--- src/rtl/seg7_pkg.sv ---
// Shared constants for the 4-digit seven-segment scan multiplexer.
// Segment patterns are active-high, bit 0 = a .. bit 6 = g.
package seg7_pkg;

  localparam logic [6:0] SEG_0    = 7'h3F;
  localparam logic [6:0] SEG_1    = 7'h06;
  localparam logic [6:0] SEG_2    = 7'h5B;
  localparam logic [6:0] SEG_3    = 7'h4F;
  localparam logic [6:0] SEG_4    = 7'h66;
  localparam logic [6:0] SEG_5    = 7'h6D;
  localparam logic [6:0] SEG_6    = 7'h7D;
  localparam logic [6:0] SEG_7    = 7'h07;
  localparam logic [6:0] SEG_8    = 7'h7F;
  localparam logic [6:0] SEG_9    = 7'h6F;
  localparam logic [6:0] SEG_DASH = 7'h40;
  localparam logic [6:0] SEG_OFF  = 7'h00;

  localparam logic [3:0] DIG_EN_N [0:3] = '{
    4'b0111, 4'b1011, 4'b1101, 4'b1110
  };
  localparam logic [3:0] DIG_OFF_N = 4'b1111;

endpackage

--- src/rtl/seg7_scan_mux_if.sv ---
// Value source <-> display driver bundle.
// slave = the scan mux, master = the value producer / pin observer.
interface seg7_scan_mux_if;

  logic [15:0] bcd_in;
  logic        bcd_valid;
  logic [3:0]  dp_in;
  logic        blank_lz;
  logic [6:0]  seg;
  logic        seg_dp;
  logic [3:0]  dig_en_n;
  logic        frame_sync;

  modport slave (
    input  bcd_in, bcd_valid, dp_in, blank_lz,
    output seg, seg_dp, dig_en_n, frame_sync
  );

  modport master (
    output bcd_in, bcd_valid, dp_in, blank_lz,
    input  seg, seg_dp, dig_en_n, frame_sync
  );

endinterface

--- src/rtl/seg7_decode.sv ---
// Combinational BCD nibble to seven-segment pattern.
// Non-decimal nibbles render as a dash.
module seg7_decode
  import seg7_pkg::*;
(
  input  logic [3:0] nib,
  output logic [6:0] pat
);

  always_comb begin
    pat = SEG_DASH;
    case (nib)
      4'd0:    pat = SEG_0;
      4'd1:    pat = SEG_1;
      4'd2:    pat = SEG_2;
      4'd3:    pat = SEG_3;
      4'd4:    pat = SEG_4;
      4'd5:    pat = SEG_5;
      4'd6:    pat = SEG_6;
      4'd7:    pat = SEG_7;
      4'd8:    pat = SEG_8;
      4'd9:    pat = SEG_9;
      default: pat = SEG_DASH;
    endcase
  end

endmodule

--- src/rtl/seg7_scan_mux.sv ---
// Time-multiplexed common-anode 4-digit display driver with
// frame-aligned double buffering, zero blanking and dead time.
module seg7_scan_mux
  import seg7_pkg::*;
#(
  parameter int SCAN_DIV    = 16000,
  parameter int DEAD_CYCLES = 160
) (
  input  logic            CLK,
  input  logic            RST_N,
  seg7_scan_mux_if.slave  bus
);

  localparam int CW = $clog2(SCAN_DIV);
  localparam logic [CW-1:0] CNT_MAX = CW'(SCAN_DIV - 1);

  logic [CW-1:0] cnt;
  logic [1:0]    idx;
  logic [15:0]   pending;
  logic          pending_flag;
  logic [15:0]   shadow;
  logic [15:0]   shadow_d;
  logic          frame_edge;
  logic          in_dead;
  logic [3:0]    lz;
  logic [3:0]    nib;
  logic [6:0]    dec;

  assign frame_edge = (cnt == '0) && (idx == 2'd0);

  if (DEAD_CYCLES == 0) begin : g_nodead
    assign in_dead = 1'b0;
  end else begin : g_dead
    assign in_dead = cnt < CW'(DEAD_CYCLES);
  end

  // The value committed this cycle is what gets drawn, so a
  // strobe landing on the boundary is visible without delay.
  always_comb begin
    shadow_d = shadow;
    if (frame_edge) begin
      if (bus.bcd_valid)
        shadow_d = bus.bcd_in;
      else if (pending_flag)
        shadow_d = pending;
    end
  end

  always_comb begin
    lz    = 4'b0000;
    lz[3] = shadow_d[15:12] == 4'd0;
    lz[2] = lz[3] && (shadow_d[11:8] == 4'd0);
    lz[1] = lz[2] && (shadow_d[7:4] == 4'd0);
  end

  assign nib = shadow_d[{idx, 2'b00} +: 4];

  seg7_decode u_dec (
    .nib (nib),
    .pat (dec)
  );

  always_ff @(posedge CLK or negedge RST_N) begin
    if (!RST_N) begin
      cnt          <= '0;
      idx          <= 2'd0;
      pending      <= 16'h0000;
      pending_flag <= 1'b0;
      shadow       <= 16'h0000;
    end else begin
      if (cnt == CNT_MAX) begin
        cnt <= '0;
        idx <= idx + 2'd1;
      end else begin
        cnt <= cnt + CW'(1);
      end
      shadow <= shadow_d;
      if (frame_edge) begin
        pending_flag <= 1'b0;
      end else if (bus.bcd_valid) begin
        pending      <= bus.bcd_in;
        pending_flag <= 1'b1;
      end
    end
  end

  always_ff @(posedge CLK or negedge RST_N) begin
    if (!RST_N) begin
      bus.seg        <= SEG_OFF;
      bus.seg_dp     <= 1'b0;
      bus.dig_en_n   <= DIG_OFF_N;
      bus.frame_sync <= 1'b0;
    end else begin
      bus.frame_sync <= frame_edge;
      if (in_dead) begin
        bus.seg      <= SEG_OFF;
        bus.seg_dp   <= 1'b0;
        bus.dig_en_n <= DIG_OFF_N;
      end else begin
        bus.seg      <= (bus.blank_lz && lz[idx]) ? SEG_OFF : dec;
        bus.seg_dp   <= bus.dp_in[idx];
        bus.dig_en_n <= DIG_EN_N[idx];
      end
    end
  end

endmodule

--- src/flat_wrapper.sv ---
// flat-port wrapper written by rule: the top's interface ports become plain ports
module seg7_scan_mux_flat import seg7_pkg::*;
#(
  parameter int SCAN_DIV    = 16000,
  parameter int DEAD_CYCLES = 160
)
  (CLK, RST_N, bus_bcd_in, bus_bcd_valid, bus_dp_in, bus_blank_lz, bus_seg, bus_seg_dp, bus_dig_en_n, bus_frame_sync);
  seg7_scan_mux_if bus_i ();
  input  logic CLK;
  input  logic RST_N;
  input wire logic [$bits(bus_i.bcd_in)-1:0] bus_bcd_in;
  input wire logic [$bits(bus_i.bcd_valid)-1:0] bus_bcd_valid;
  input wire logic [$bits(bus_i.dp_in)-1:0] bus_dp_in;
  input wire logic [$bits(bus_i.blank_lz)-1:0] bus_blank_lz;
  output wire logic [$bits(bus_i.seg)-1:0] bus_seg;
  output wire logic [$bits(bus_i.seg_dp)-1:0] bus_seg_dp;
  output wire logic [$bits(bus_i.dig_en_n)-1:0] bus_dig_en_n;
  output wire logic [$bits(bus_i.frame_sync)-1:0] bus_frame_sync;
  assign bus_i.bcd_in = bus_bcd_in;
  assign bus_i.bcd_valid = bus_bcd_valid;
  assign bus_i.dp_in = bus_dp_in;
  assign bus_i.blank_lz = bus_blank_lz;
  assign bus_seg = bus_i.seg;
  assign bus_seg_dp = bus_i.seg_dp;
  assign bus_dig_en_n = bus_i.dig_en_n;
  assign bus_frame_sync = bus_i.frame_sync;
  seg7_scan_mux #(.SCAN_DIV(SCAN_DIV), .DEAD_CYCLES(DEAD_CYCLES)) u_core (.CLK(CLK), .RST_N(RST_N), .bus(bus_i));
endmodule
--- config.mk ---
export PLATFORM = sky130hd
export DESIGN_NAME = seg7_scan_mux_flat
export DESIGN_NICKNAME = d
export VERILOG_FILES = /design/src/rtl/seg7_pkg.sv /design/src/rtl/seg7_scan_mux_if.sv /design/src/rtl/seg7_decode.sv /design/src/rtl/seg7_scan_mux.sv /design/src/flat_wrapper.sv
export SDC_FILE = /design/constraint.sdc
export NUM_CORES = 1
export LEC_CHECK = 0
export ABC_AREA = 1
export CELL_PAD_IN_SITES_DETAIL_PLACEMENT = 1
export CELL_PAD_IN_SITES_GLOBAL_PLACEMENT = 1
export CORE_MARGIN = 2
export CORE_UTILIZATION = 45
export DETAILED_ROUTE_END_ITERATION = 10
export PLACE_DENSITY_LB_ADDON = 0.05
export SLEW_MARGIN = 25
export SYNTH_ARGS = -nofsm -noshare
export SYNTH_HDL_FRONTEND = slang
export SYNTH_SLANG_ARGS = --single-unit
--- constraint.sdc ---
create_clock -name CLK -period 6.2 [get_ports CLK]
set_clock_uncertainty 0.1 [all_clocks]
set_input_delay 1.86 -clock CLK [delete_from_list [all_inputs] [get_ports CLK]]
set_output_delay 1.86 -clock CLK [all_outputs]
set_load 0.1 [all_outputs]
Word level (Yosys, flattened, before mapping):

Memories as Yosys holds them, arrays and structs flattened.
Cells that the tools add are included.

* ROM bits: 112
* memories: 1
* output and inout bits: 13
* word-level logic and storage cells: 47
* flip-flop bits (word level): 62

Memories
* (no name shown): depth 16, bits a word 7, rd ports 1, clocked after Yosys merged registers in 0, write ports 0, line seg7_decode.sv:12 `case (nib)`

* bitwise gates (word level): 2
* shifts and indexed selects: 1
* equal/unequal tests: 1
* reduce and logical (&&, ||, !) cells: 11
* mux-type cells: 17
* magnitude comparators: 3
* add/sub/neg operators: 2

Operators with widths (count)
* 16-bit two-way mux: 3
* 16-bit by 5-bit indexed part select with 4-bit output: 1
* 14-bit by 1-bit adder with 14-bit output (second input constant): 1
* 14-bit equality test (second input constant): 1
* 14-bit logical NOT: 1
* 14-bit by 8-bit < comparator with 1-bit output (second input constant): 1
* 14-bit two-way mux: 1
* 7-bit two-way mux: 2
* 4-bit logical NOT: 3
* 4-bit two-way mux: 3
* 4-bit binary-select mux with 2-bit select: 1
* 1-bit two-way mux: 5
* 1-bit binary-select mux with 2-bit select: 2
* 1-bit logical AND: 4
* 3-bit greater-or-equal comparator (second input constant): 1
* 2-bit by 3-bit < comparator with 1-bit output (second input constant): 1
* 2-bit inverter with 3-bit output: 1
* 2-bit by 1-bit adder with 2-bit output (second input constant): 1
* 2-bit logical NOT: 1
* 2-bit AND reduction: 1
* 2-bit nonzero test: 1
* 1-bit inverter: 1

Logic depth before layout (Yosys ltp):

* depth in word-level cells: 11
* depth in mapped cells: 20

Cells and area by module:

From an unflattened synthesis, not the netlist that was laid out.

* cells, all modules: 398
* area, all modules: 3299.4 um2

By module, submodules not included
* seg7_scan_mux: area each 3106.7 um2, cells each 362, instances 1, sequential area each 1556.5 um2
* seg7_decode: area each 192.7 um2, cells each 36, instances 1, sequential area each 0.0 um2

Least setup slack after synthesis:

No wires, ideal clock.

* path kind: in2reg
* from: input port bus_bcd_valid
* to: register u_core.bus.seg[3]
* arrival: 3.449 ns
* cell stages on the path: 15
* library setup time: 0.117 ns
* buffers on the path: 2
* path slack: 2.534 ns
* cells stage by stage: buf_2 > inv_2 > buf_2 > nand2_1 > nand3_2 > a22o_1 > nand2_1 > o211ai_1 > nand3_1 > inv_1 > ha_1 > inv_1 > nor2_1 > nor2_1 > nor2_1

* word-level cells in the longest chain between the ends: 10
* elaborated cells between the ends (all ways): 14
* classes of those cells: shift (1); mux (6); reduce/logical (6); memory (1)

Ends and longest elaborated chain
* start: declaration: line flat_wrapper.sv:12 `input wire logic [$bits(bus_i.bcd_valid)-1:0] bus_bcd_valid;`
* 16-bit two-way mux (*): line seg7_scan_mux.sv:42 `if (bus.bcd_valid)`
* 16-bit two-way mux (*): line seg7_scan_mux.sv:41 `if (frame_edge) begin`
* parallel branches: the longest is 6 deep, another holds memory 16 x 7 bit
* 7-bit two-way mux (*): line seg7_scan_mux.sv:100 `bus.seg <= (bus.blank_lz && lz[idx]) ? SEG_OFF : dec;`
* 7-bit two-way mux (*): line seg7_scan_mux.sv:95 `if (in_dead) begin`
* end signal: assignment: line seg7_scan_mux.sv:100
* end: declaration: line seg7_scan_mux_if.sv:16 `output seg, seg_dp, dig_en_n, frame_sync`

Every way passes the cells marked *. The select of a mux whose other input is x is not followed.
A chain may end at the register's enable or synchronous reset.

Worst setup path in the final report:

Ends and elaborated chain as after synthesis.

==> key figures <==
Status
  – Outcome: finished, final reports clean

Clock network
  – Number of buffers created by CTS: 9
  – Deepest level of the CTS H-tree: 3
  – Sink count of the clock tree: 62
  – CTS max path bufs: 2
  – Cts hold-fix bufs: 0
  – Post-CTS sizing: 0
  – Root buffer selected by CTS: clkbuf_8
  – Clock transition at the register clock pins on the worst setup and hold paths after CTS: 0.06 ns
  – Setup Buffers After CTS: 0
  – CTS tree: yes
  – Clock insertion delay at the later pin of the skew report: 0.34 ns

Synth
  – Summed instance area of the synthesized netlist: 3400 µm²
  – Total nets after synthesis: 463
  – Total of flip-flops plus latches after synthesis: 62
  – Cell taking the most area after synthesis: dfrtp_1
  – Leading register cell type out of synthesis: dfrtp_1
  – Most instantiated cells after synthesis: nand2_1, inv_1, dfrtp_1
  – Area share of the leading cell type in the synthesized netlist: 0.426
  – Number of library cell types mapped by synthesis: 40
  – Largest cells by area after synthesis: dfrtp_1, nand2_1, inv_1
  – Mapped Avg Cell Area: 7.95 µm²
  – Share of synthesized flip-flops with an asynchronous set or reset: 1.00
  – Count of synthesis-stage warnings from yosys: 0
  – Number of flops mapped to enable cells by yosys: 0
  – Most frequent cell after synthesis: nand2_1
  – Count of mapped cells out of synthesis: 428
  – Sequential element share of the synthesized area: 0.457

Worst setup path
  – Cell repeated most along the worst path: nor2_1
  – Cells along the critical path: clkdlybuf4s50_1, inv_2, nand2_1, o22ai_1, a22o_1, nand2_1, o211ai_1, nand3_1, inv_1, ha_1, inv_1, nor2_1, nor2_1, nor2_1
  – Endpoint class of the critical path: flop
  – Crit-path slowest cell: clkdlybuf4s50_1
  – Delay-heaviest family, CP: buffers and inverters
  – Required time at the endpoint of the critical path: 6.36 ns
  – Worst path max stage delay: 0.91 ns
  – Class of the most critical setup path: in -> reg
  – Largest fanout on the critical path: 18
  – Data arrival time at the worst-slack endpoint: 4.65 ns
  – Nature of the critical path startpoint: primary input
  – Count of buffer and inverter cells on the critical path: 4

GRT
  – Number of antenna violations at the first check in global routing: 0
  – Final global-route overflow total: 0
  – Global-route wire length before repair: 14,500 µm
  – GRT Resource Usage Total: 0.217
  – Via count of the first global-routing pass: 3,042
  – Largest net degree at the start of global routing: 63

Placed design
  – Number of port buffers: 36
  – Detailed placement HPWL: 6230 µm
  – Number of instances in the placed design: 555
  – Final RePlAce weighted congestion: 0.783

Floorplan
  – Die outline height: 91.0 µm
  – Die Footprint: 8280 µm²
  – Total number of placement rows: 31
  – Die W: 91.0 µm
  – Initial Util: 0.467
  – Core box area: 7290 µm²
  – Ports placed on the boundary: 37

STA
  – RSZ-0062 raised after global routing: false
  – Setup Total Neg Slack: 0 ns
  – Final Max Slew Viols: 0
  – Highest clock frequency the design can meet: 0.223 GHz
  – Transition time at the pin with the least slew margin: 0.979 ns
  – Post-route minimum period: 4.49 ns
  – Setup-failing EPs final: 0
  – Final Hold Fails: 0
  – Relative slew slack: 0.345
  – Final worst-path cycle share: 0.724

Finish
  – Non-filler cells in the finished layout: 571
  – Area grow syn2layout: 17.7%
  – Diodes inserted: 0
  – Share of final-layout standard cells stronger than drive strength 1: 0.121
  – Nets: 502

Routing
  – Number of iterations in the first detailed-routing pass: 4
  – Average detailed-routed wire length per instance: 14.7 µm
  – Remaining number of nets flagged by the antenna check after routing: 0
  – Via count: 2,865
  – Detailed-route vias per instance: 5.02
  – Count of unresolved DRC violations after routing: 0
  – Starting DRC count in detailed routing: 80
  – Final wirelength: 8380 µm

Power
  – Highest ir drop seen on vdd: 0.109 mV
  – Standby leakage power: 0.00208 µW
  – PwrDens: 210 nW/µm²

Flow run
  – Number of maximum-capacitance violations: 0

Hold path
  – Class of the tightest hold or removal check: reg -> reg
where the power goes:
group	total (µW)	switching [µW]	internal [µW]	leakage, µW
logic	89.1	50.5	38.6	0.00121
registers	430	8.57	421	0.000774
clock network	324	157	167	0.0000877
total	843	216	627	0.00208
area by class of cell:
cell class	count	area [µm²]
clock inverter	1	5.00
inverter	64	245
multi-input combinational	293	1550
sequential	62	1560
timing repair buffer	37	363
fill	930	3280
clock buffer	15	166
tap	99	124
cells in the final DEF, fill, tap and decap left out, drive strengths merged, types with 11 or more instances in the layout:
master           n
nand2          134
inv             62
dfrtp           58
nor2            53
clkdlybuf4s50   35
nand3           32
o21ai           16
clkbuf          15
mux2            12
ha              11
per-layer routing:
layer  up-vias  GRT usage  routed length, µm
met5         -          0                  0
met4         0     0.0720                 94
met3        14     0.0315                206
met2        32      0.365               4070
met1      1405      0.288               4010
li1       1414          -                  -
worst min-delay path, stage by stage (launching register included):
cell     delay, ns
dfrtp_1       0.36
nand2_1       0.06
nand2_1       0.05
cell families (layout without fill, tap and decap cells):
logic type,Yosys count,after routing,synth area share
AOI/OAI and AO/OA,37,37,0.0684
xor gates and xnor gates,2,2,0.00515
adders and majority gates,11,11,0.0404
DFF,62,62,0.457
muxes,12,12,0.0397
and+or+nand+nor,231,231,0.301
buffers and inverters,73,117,0.0882
path summary, 6_finish.rpt:
path,start,to,slack (ns),cells after the start
setup / recovery,bus_bcd_valid,u_core.bus.seg[3],1.71,14
hold / removal,u_core.pending[12],u_core.pending[12],0.39,2
setup reg to reg,u_core.idx[0],u_core.bus.seg[3],2.71,18
hold reg to reg,u_core.pending[12],u_core.pending[12],0.39,2
max in group asynchronous,RST_N,u_core.cnt[10],3.87,2
min in group asynchronous,RST_N,u_core.pending[7],1.58,2
metrics by stage:
stage               hold WS (ns)  utilization  worst slack [ns]  power (µW)  instance area, µm²
floorplan                  0.342            -              2.53         487                3400
global placement           0.371        0.526              1.48         524                3840
detailed placement         0.377        0.526              1.35         527                3840
CTS                        0.394        0.550              1.71         851                4010
global route               0.414        0.550              1.47         883                4010
finish                     0.392        0.550              1.71         843                4010
flip-flops by register name, indices dropped and copies added (netlist names):
name,count
u_core.bus.dig_en_n,4
u_core.bus.frame_sync,1
u_core.pending_flag,1
u_core.pending,16
u_core.bus.seg_dp,1
u_core.idx,2
u_core.bus.seg,7
u_core.shadow,16
u_core.cnt,14
Power figures use the tool's default switching activity.
